<file path="src/rtl/rot_undo_seq_pkg.sv">
// rot_pkg: shared state encoding and direction constants for rot_undo_seq.
// No ports; imported by the interface, the step rotator and the top.
package rot_pkg;

  typedef enum logic [1:0] {
    IDLE = 2'd0,
    ROT  = 2'd1,
    DONE = 2'd2
  } state_t;

  // Direction the encoder applied; the engine rotates the other way.
  localparam logic DIR_WAS_LEFT  = 1'b0;
  localparam logic DIR_WAS_RIGHT = 1'b1;

endpackage

</file>
<file path="src/rtl/rot_undo_seq_if.sv">
// rot_undo_seq_if: producer/consumer handshakes for the de-rotator.
// slave = engine side; master = producer+consumer side.
interface rot_undo_seq_if #(
  parameter int WIDTH = 4,
  parameter int AW    = $clog2(WIDTH)
);
  logic             in_valid;
  logic             in_ready;
  logic [WIDTH-1:0] in_data;
  logic [AW-1:0]    in_amt;
  logic             in_dir;
  logic             out_valid;
  logic             out_ready;
  logic [WIDTH-1:0] out_data;
  logic             busy;

  modport slave (
    input  in_valid, in_data, in_amt, in_dir,
    input  out_ready,
    output in_ready, out_valid, out_data, busy
  );

  modport master (
    output in_valid, in_data, in_amt, in_dir,
    output out_ready,
    input  in_ready, out_valid, out_data, busy
  );
endinterface

</file>
<file path="src/rtl/rot_undo_seq_step.sv">
// rot_step: combinational rotate by 1 or 2 in the undo direction.
// Ports: i_word, i_dir (encoder dir), i_by2 (2-step), o_word.
module rot_step
  import rot_pkg::*;
#(
  parameter int WIDTH = 4
) (
  input  logic [WIDTH-1:0] i_word,
  input  logic             i_dir,
  input  logic             i_by2,
  output logic [WIDTH-1:0] o_word
);

  logic [2*WIDTH-1:0] w_dbl;
  logic [2*WIDTH-1:0] w_r;
  logic [2*WIDTH-1:0] w_l;

  // Doubling the word turns a rotate into a plain shift,
  // which stays legal even for WIDTH=2.
  assign w_dbl = {i_word, i_word};
  assign w_r   = i_by2 ? (w_dbl >> 2) : (w_dbl >> 1);
  assign w_l   = i_by2 ? (w_dbl << 2) : (w_dbl << 1);

  assign o_word = (i_dir == DIR_WAS_LEFT)
                ? w_r[WIDTH-1:0]
                : w_l[2*WIDTH-1:WIDTH];

endmodule

</file>
<file path="src/rtl/rot_undo_seq.sv">
// rot_undo_seq: multi-cycle de-rotator, one word in flight.
// Ports: clk, rst_n (async low), io (rot_undo_seq_if.slave).
// Build option: define FAST2_EN to step by 2 while >=2 remain.
module rot_undo_seq
  import rot_pkg::*;
#(
  parameter int WIDTH = 4,
  parameter int AW    = $clog2(WIDTH)
) (
  input  logic          clk,
  input  logic          rst_n,
  rot_undo_seq_if.slave io
);

  localparam logic [AW-1:0] ONE = AW'(1);

  state_t           r_state;
  logic [WIDTH-1:0] r_work;
  logic [AW-1:0]    r_rem;
  logic             r_dir;
  logic             r_in_ready;
  logic             r_out_valid;
  logic             r_busy;
  logic [WIDTH-1:0] r_out_data;

  logic             w_by2;
  logic [AW-1:0]    w_dec;
  logic [WIDTH-1:0] w_rot;

`ifdef FAST2_EN
  assign w_by2 = (r_rem > ONE);
`else
  assign w_by2 = 1'b0;
`endif

  assign w_dec = w_by2 ? (ONE + ONE) : ONE;

  rot_step #(
    .WIDTH (WIDTH)
  ) u_step (
    .i_word (r_work),
    .i_dir  (r_dir),
    .i_by2  (w_by2),
    .o_word (w_rot)
  );

  always_ff @(posedge clk or negedge rst_n) begin
    if (!rst_n) begin
      r_state     <= IDLE;
      r_work      <= '0;
      r_rem       <= '0;
      r_dir       <= DIR_WAS_LEFT;
      r_in_ready  <= 1'b1;
      r_out_valid <= 1'b0;
      r_busy      <= 1'b0;
      r_out_data  <= '0;
    end else begin
      unique case (r_state)
        IDLE: begin
          if (io.in_valid) begin
            r_work     <= io.in_data;
            r_rem      <= io.in_amt;
            r_dir      <= io.in_dir;
            r_in_ready <= 1'b0;
            r_busy     <= 1'b1;
            if (io.in_amt == '0) begin
              r_state     <= DONE;
              r_out_valid <= 1'b1;
              r_out_data  <= io.in_data;
            end else begin
              r_state <= ROT;
            end
          end
        end
        ROT: begin
          r_work <= w_rot;
          r_rem  <= r_rem - w_dec;
          // Last step: publish the rotated word directly.
          if (r_rem == w_dec) begin
            r_state     <= DONE;
            r_out_valid <= 1'b1;
            r_out_data  <= w_rot;
          end
        end
        DONE: begin
          if (io.out_ready) begin
            r_state     <= IDLE;
            r_out_valid <= 1'b0;
            r_busy      <= 1'b0;
            r_in_ready  <= 1'b1;
          end
        end
        default: begin
          r_state <= IDLE;
        end
      endcase
    end
  end

  assign io.in_ready  = r_in_ready;
  assign io.out_valid = r_out_valid;
  assign io.out_data  = r_out_data;
  assign io.busy      = r_busy;

endmodule

</file>
<file path="src/flat_wrapper.sv">
// flat-port wrapper written by rule: the top's interface ports become plain ports
module rot_undo_seq_flat import rot_pkg::*;
#(
  parameter int WIDTH = 4,
  parameter int AW    = $clog2(WIDTH)
)
  (clk, rst_n, io_in_valid, io_in_data, io_in_amt, io_in_dir, io_out_ready, io_in_ready, io_out_valid, io_out_data, io_busy);
  rot_undo_seq_if #(.WIDTH(WIDTH), .AW(AW)) io_i ();
  input  logic clk;
  input  logic rst_n;
  input wire logic [$bits(io_i.in_valid)-1:0] io_in_valid;
  input wire logic [$bits(io_i.in_data)-1:0] io_in_data;
  input wire logic [$bits(io_i.in_amt)-1:0] io_in_amt;
  input wire logic [$bits(io_i.in_dir)-1:0] io_in_dir;
  input wire logic [$bits(io_i.out_ready)-1:0] io_out_ready;
  output wire logic [$bits(io_i.in_ready)-1:0] io_in_ready;
  output wire logic [$bits(io_i.out_valid)-1:0] io_out_valid;
  output wire logic [$bits(io_i.out_data)-1:0] io_out_data;
  output wire logic [$bits(io_i.busy)-1:0] io_busy;
  assign io_i.in_valid = io_in_valid;
  assign io_i.in_data = io_in_data;
  assign io_i.in_amt = io_in_amt;
  assign io_i.in_dir = io_in_dir;
  assign io_i.out_ready = io_out_ready;
  assign io_in_ready = io_i.in_ready;
  assign io_out_valid = io_i.out_valid;
  assign io_out_data = io_i.out_data;
  assign io_busy = io_i.busy;
  rot_undo_seq #(.WIDTH(WIDTH), .AW(AW)) u_core (.clk(clk), .rst_n(rst_n), .io(io_i));
endmodule
</file>
<file path="config.mk">
export PLATFORM = sky130hd
export DESIGN_NAME = rot_undo_seq_flat
export DESIGN_NICKNAME = d
export VERILOG_FILES = /design/src/rtl/rot_undo_seq_pkg.sv /design/src/rtl/rot_undo_seq_if.sv /design/src/rtl/rot_undo_seq_step.sv /design/src/rtl/rot_undo_seq.sv /design/src/flat_wrapper.sv
export SDC_FILE = /design/constraint.sdc
export NUM_CORES = 1
export LEC_CHECK = 0
export CAP_MARGIN = 15
export CORE_MARGIN = 2
export CORE_UTILIZATION = 30
export DETAILED_ROUTE_END_ITERATION = 16
export GPL_TIMING_DRIVEN = 0
export PLACE_DENSITY_LB_ADDON = 0.2
export SETUP_SLACK_MARGIN = 0.4
export SLEW_MARGIN = 20
export SYNTH_ARGS = -nofsm -noshare
export SYNTH_HDL_FRONTEND = slang
export SYNTH_SLANG_ARGS = --single-unit
</file>
<file path="constraint.sdc">
create_clock -name clk -period 4.1 [get_ports clk]
set_input_delay 0.82 -clock clk [delete_from_list [all_inputs] [get_ports clk]]
set_output_delay 0.82 -clock clk [all_outputs]
set_load 0.01 [all_outputs]
</file>
==> impl_summary.md <==
Clocking
In this run the number of H-tree levels came out at 1. The buffer levels on the longest clock path is 2. The clock latency of the later-clocked register in the worst-skew pair is 280 ps. The clock input transition at the sequential cells of the worst setup and hold paths is 100 ps.

The number of CTS-inserted buffers is 3. After clock tree synthesis, the setup repair step added 0 buffers. The post-cts gate resize count is 0. The root buffer cell is sky130_fd_sc_hd__clkbuf_4. The clock drives 16 sinks. The number of buffers added to fix hold violations after cts is 0.

The TritonCTS clock tree is built.

Critical path
The family with the most delay on the worst path is flip-flops. The arrival time of the worst setup path is 1370 ps. Traced cell by cell, the critical path runs through clkdlybuf4s50_1.

The startpoint kind of the worst setup timing path is a flip-flop. The critical path class is reg -> out. At the worst endpoint, the required time is 3280 ps.

Counting both buffers and inverters, the worst setup path holds a total of 1. For this run, the slowest stage of the critical path takes 560 ps. On the critical path, the stage with the largest delay is an instance of sky130_fd_sc_hd__dfstp_2. STA classifies the critical path endpoint as a primary output. The maximum fanout along the worst path is 3.

Global routing
For met3 alone, demand over resource in global routing was 0.03256. The wire length of the first global-routing pass is 3.049 mm. The number of global-route vias before repair is 667. The layer flagged by global routing as most heavily used is met2. The number of antenna violations at the first check in global routing came to 0.

The overflow left after global routing is 0. The pin count of the biggest net entering global routing is 17. The combined global-route utilization of all metal layers is 0.1226. For this run, global-route usage on met1 was measured as 0.1521. For met2 alone, demand over resource in global routing was 0.2000.

Timing
The worst hold margin is 478.7 ps. The relative slew slack is 0.5212. The period utilization is 0.5342. Setup violations remaining at the end of the flow were counted as 0. The max-slew violation total from the final report is 0.

The highest achievable clock rate is 456.6 MHz. Across all setup checks in the final design, the least slack found is 1910 ps. The transition time at the pin with the least slew margin is 716.0 ps. The clock arrives with 4.902 ps of skew. The setup TNS is 0 ps.

Setup repair after global routing left no endpoint under its margin. For the finished layout, the period the worst path requires is 2190 ps. The number of endpoints with negative hold slack in the final report is 0.

Routing
The first detailed-routing pass took 4 iterations. The total length of routed wires is 1.715 mm. The detail-routed via count per cell is 5.133. In the final routed layout, each cell accounts on average for 13.40 um. The number of remaining DRC errors is 0. The overall via count from detail_route is 657. In this run the remaining antenna-violating nets after routing total 0.

The detailed router finished its first iteration with 14 violations.

Floorplanning
The floorplan step defined a core boundary enclosing 2522 sq um. In this run the core area contains 18 standard-cell rows. The number of placed I/O pins is 18. For this configuration, the core starts out at a cell density of 0.3229. The floorplan die area is 3148 sq um.

The vertical extent of the die is 56.11 um. The width of the die is 56.11 um.

Final layout
The count of inserted antenna diode cells is 0. The area added between synthesis and finish is 29.95%. After the last flow step, the layout net total stands at 111.

With fillers left out, the area of the finished cells amounts to 1059 sq um. The number of fillers in the final layout is 268. In the final layout, the share of cells above drive strength 1 is 0.09184.

Synth
Of all cell types, the one taking the most synthesized area is sky130_fd_sc_hd__dfrtp_1. By area the synthesized netlist is led by sky130_fd_sc_hd__dfrtp_1, sky130_fd_sc_hd__o22a_1, sky130_fd_sc_hd__a21oi_1. The cell area after technology mapping is 814.5 sq um.

The count of synthesis-stage warnings from yosys is 0. After synthesis, the mean cell area works out to 10.58 sq um. Of the synthesized area, sequential elements account for 0.4931. The synthesized netlist contains 24 unique library cells. The synthesis-stage register bit count is 16. The share of the synthesized area in the top cell type is 0.4608. The post-synth net total is 89.

The gate count of the mapped netlist is 77.

Min path
The kind of path behind the tightest hold check is reg -> reg.

Power
The total power after layout is 0.7767 mW. IR analysis of the VDD net gives a maximum drop of 0.3076 mV. In this run the power density over the cells is 733.8 nW/um^2.

The leakage power is 0.4277 nW.

Place
Summed over all nets, the half-perimeter wirelength after detailed placement is 1.336 mm. After detailed placement, the total cell area comes to 1022 sq um. The final RePlAce weighted congestion is 0.7858. The number of port buffers is 17. Before CTS, the worst setup slack after placement is 1715 ps.

Run
Max-cap violations in this run came to 0.

Outcome
The run finished with clean final reports.
-- synthesized netlist by cell type --
cell / count
sky130_fd_sc_hd__dfstp_2: 1
sky130_fd_sc_hd__nand2_1: 4
sky130_fd_sc_hd__nand3b_1: 1
sky130_fd_sc_hd__dfrtp_1: 15
sky130_fd_sc_hd__inv_1: 2
sky130_fd_sc_hd__nor2b_1: 1
sky130_fd_sc_hd__o22ai_1: 1
sky130_fd_sc_hd__nor3b_1: 5
sky130_fd_sc_hd__mux2_2: 1
sky130_fd_sc_hd__clkbuf_1: 3
sky130_fd_sc_hd__a221oi_1: 1
sky130_fd_sc_hd__o22a_1: 5
sky130_fd_sc_hd__nand2b_1: 2
sky130_fd_sc_hd__nor2_1: 10
sky130_fd_sc_hd__o41a_4: 1
sky130_fd_sc_hd__nand2b_4: 1
sky130_fd_sc_hd__nor4_1: 1
sky130_fd_sc_hd__a221o_1: 4
sky130_fd_sc_hd__o21ai_0: 3
sky130_fd_sc_hd__mux2i_1: 4
sky130_fd_sc_hd__a21oi_1: 8
sky130_fd_sc_hd__ha_1: 1
sky130_fd_sc_hd__buf_6: 1
sky130_fd_sc_hd__a22oi_1: 1
-- cell usage in the layout, fill, tap and decap left out --
cell type                         synthesis  final
sky130_fd_sc_hd__a21oi_1                  8      8
sky130_fd_sc_hd__clkbuf_4                 0      3
sky130_fd_sc_hd__a22oi_1                  1      1
sky130_fd_sc_hd__nand3b_1                 1      1
sky130_fd_sc_hd__nor3b_1                  5      5
sky130_fd_sc_hd__o41a_4                   1      1
sky130_fd_sc_hd__o21ai_0                  3      3
sky130_fd_sc_hd__clkbuf_1                 3      3
sky130_fd_sc_hd__clkdlybuf4s50_1          0     17
sky130_fd_sc_hd__a221oi_1                 1      1
sky130_fd_sc_hd__dfrtp_1                 15     15
sky130_fd_sc_hd__nor2b_1                  1      1
sky130_fd_sc_hd__mux2_2                   1      1
sky130_fd_sc_hd__buf_6                    1      1
sky130_fd_sc_hd__dfstp_2                  1      1
sky130_fd_sc_hd__nor4_1                   1      1
sky130_fd_sc_hd__a221o_1                  4      4
sky130_fd_sc_hd__o22a_1                   5      5
sky130_fd_sc_hd__mux2i_1                  4      4
sky130_fd_sc_hd__inv_1                    2      2
sky130_fd_sc_hd__ha_1                     1      1
sky130_fd_sc_hd__clkbuf_8                 0      1
sky130_fd_sc_hd__nand2b_4                 1      1
sky130_fd_sc_hd__o22ai_1                  1      1
sky130_fd_sc_hd__nor2_1                  10     10
sky130_fd_sc_hd__nand2b_1                 2      2
sky130_fd_sc_hd__nand2_1                  4      4
-- where the power goes --
| part | internal, mW | switching, mW |
|---|---|---|
| registers | 0.236 | 0.0491 |
| clock network | 0.0540 | 0.0493 |
| logic | 0.206 | 0.182 |
| total | 0.497 | 0.280 |
-- kinds of logic (layout without fill, tap and decap cells) --
family | count (synthesis) | in the layout | synth area share
adder cells (fa/ha/maj) | 1 | 1 | 0.01536
AO/OA/AOI/OAI | 24 | 24 | 0.2243
multiplexers | 5 | 5 | 0.06298
buffers and inverters | 6 | 27 | 0.03687
AND/OR/NAND/NOR | 25 | 25 | 0.1674
flip-flops | 16 | 16 | 0.4931
-- stage by stage --
step / std cells / utilization
finish: 128 / 0.4196
detailed placement: 124 / 0.4053
global placement: 124 / 0.4053
floorplan: 77 / -
global route: 128 / 0.4196
CTS: 128 / 0.4196
-- final timing paths --
path | from | endpoint | slack [ps] | depth (start not counted)
min reg2reg | u_core.io.in_ready | u_core.io.in_ready | 480 | 2
max in group asynchronous | rst_n | u_core.io.out_data[3] | 2690 | 1
max | u_core.io.in_ready | io_in_ready | 1910 | 1
min in group asynchronous | rst_n | u_core.io.busy | 960 | 1
max reg2reg | u_core.r_state[0] | u_core.io.out_data[2] | 2620 | 4
min | u_core.io.in_ready | u_core.io.in_ready | 480 | 2
-- layout make-up --
type                            instances  area, sq um  area share
Sequential cell                        16        401.6      0.3794
Inverter                                2        7.507    0.007092
Clock buffer                            4        36.28     0.03428
Timing Repair Buffer                   17        170.2      0.1608
Tap cell                               30        37.54     0.03546
Multi-Input combinational cell         55        382.9      0.3617
Buffer                                  4        22.52     0.02128
-- sequential cells by signal (all words and copies together), names as in the netlist --
register,flops
u_core.r_rem,2
u_core.io.in_ready,1
u_core.io.busy,1
u_core.io.out_valid,1
u_core.io.out_data,4
u_core.r_dir,1
u_core.r_work,4
u_core.r_state,2
-- routing by layer --
layer | up-vias | wire length (um)
li1 | 327 | -
met1 | 314 | 819
met2 | 14 | 804
met3 | 2 | 74
met4 | 0 | 15
met5 | - | 0
No activity file was read; power rests on OpenSTA's default activity.
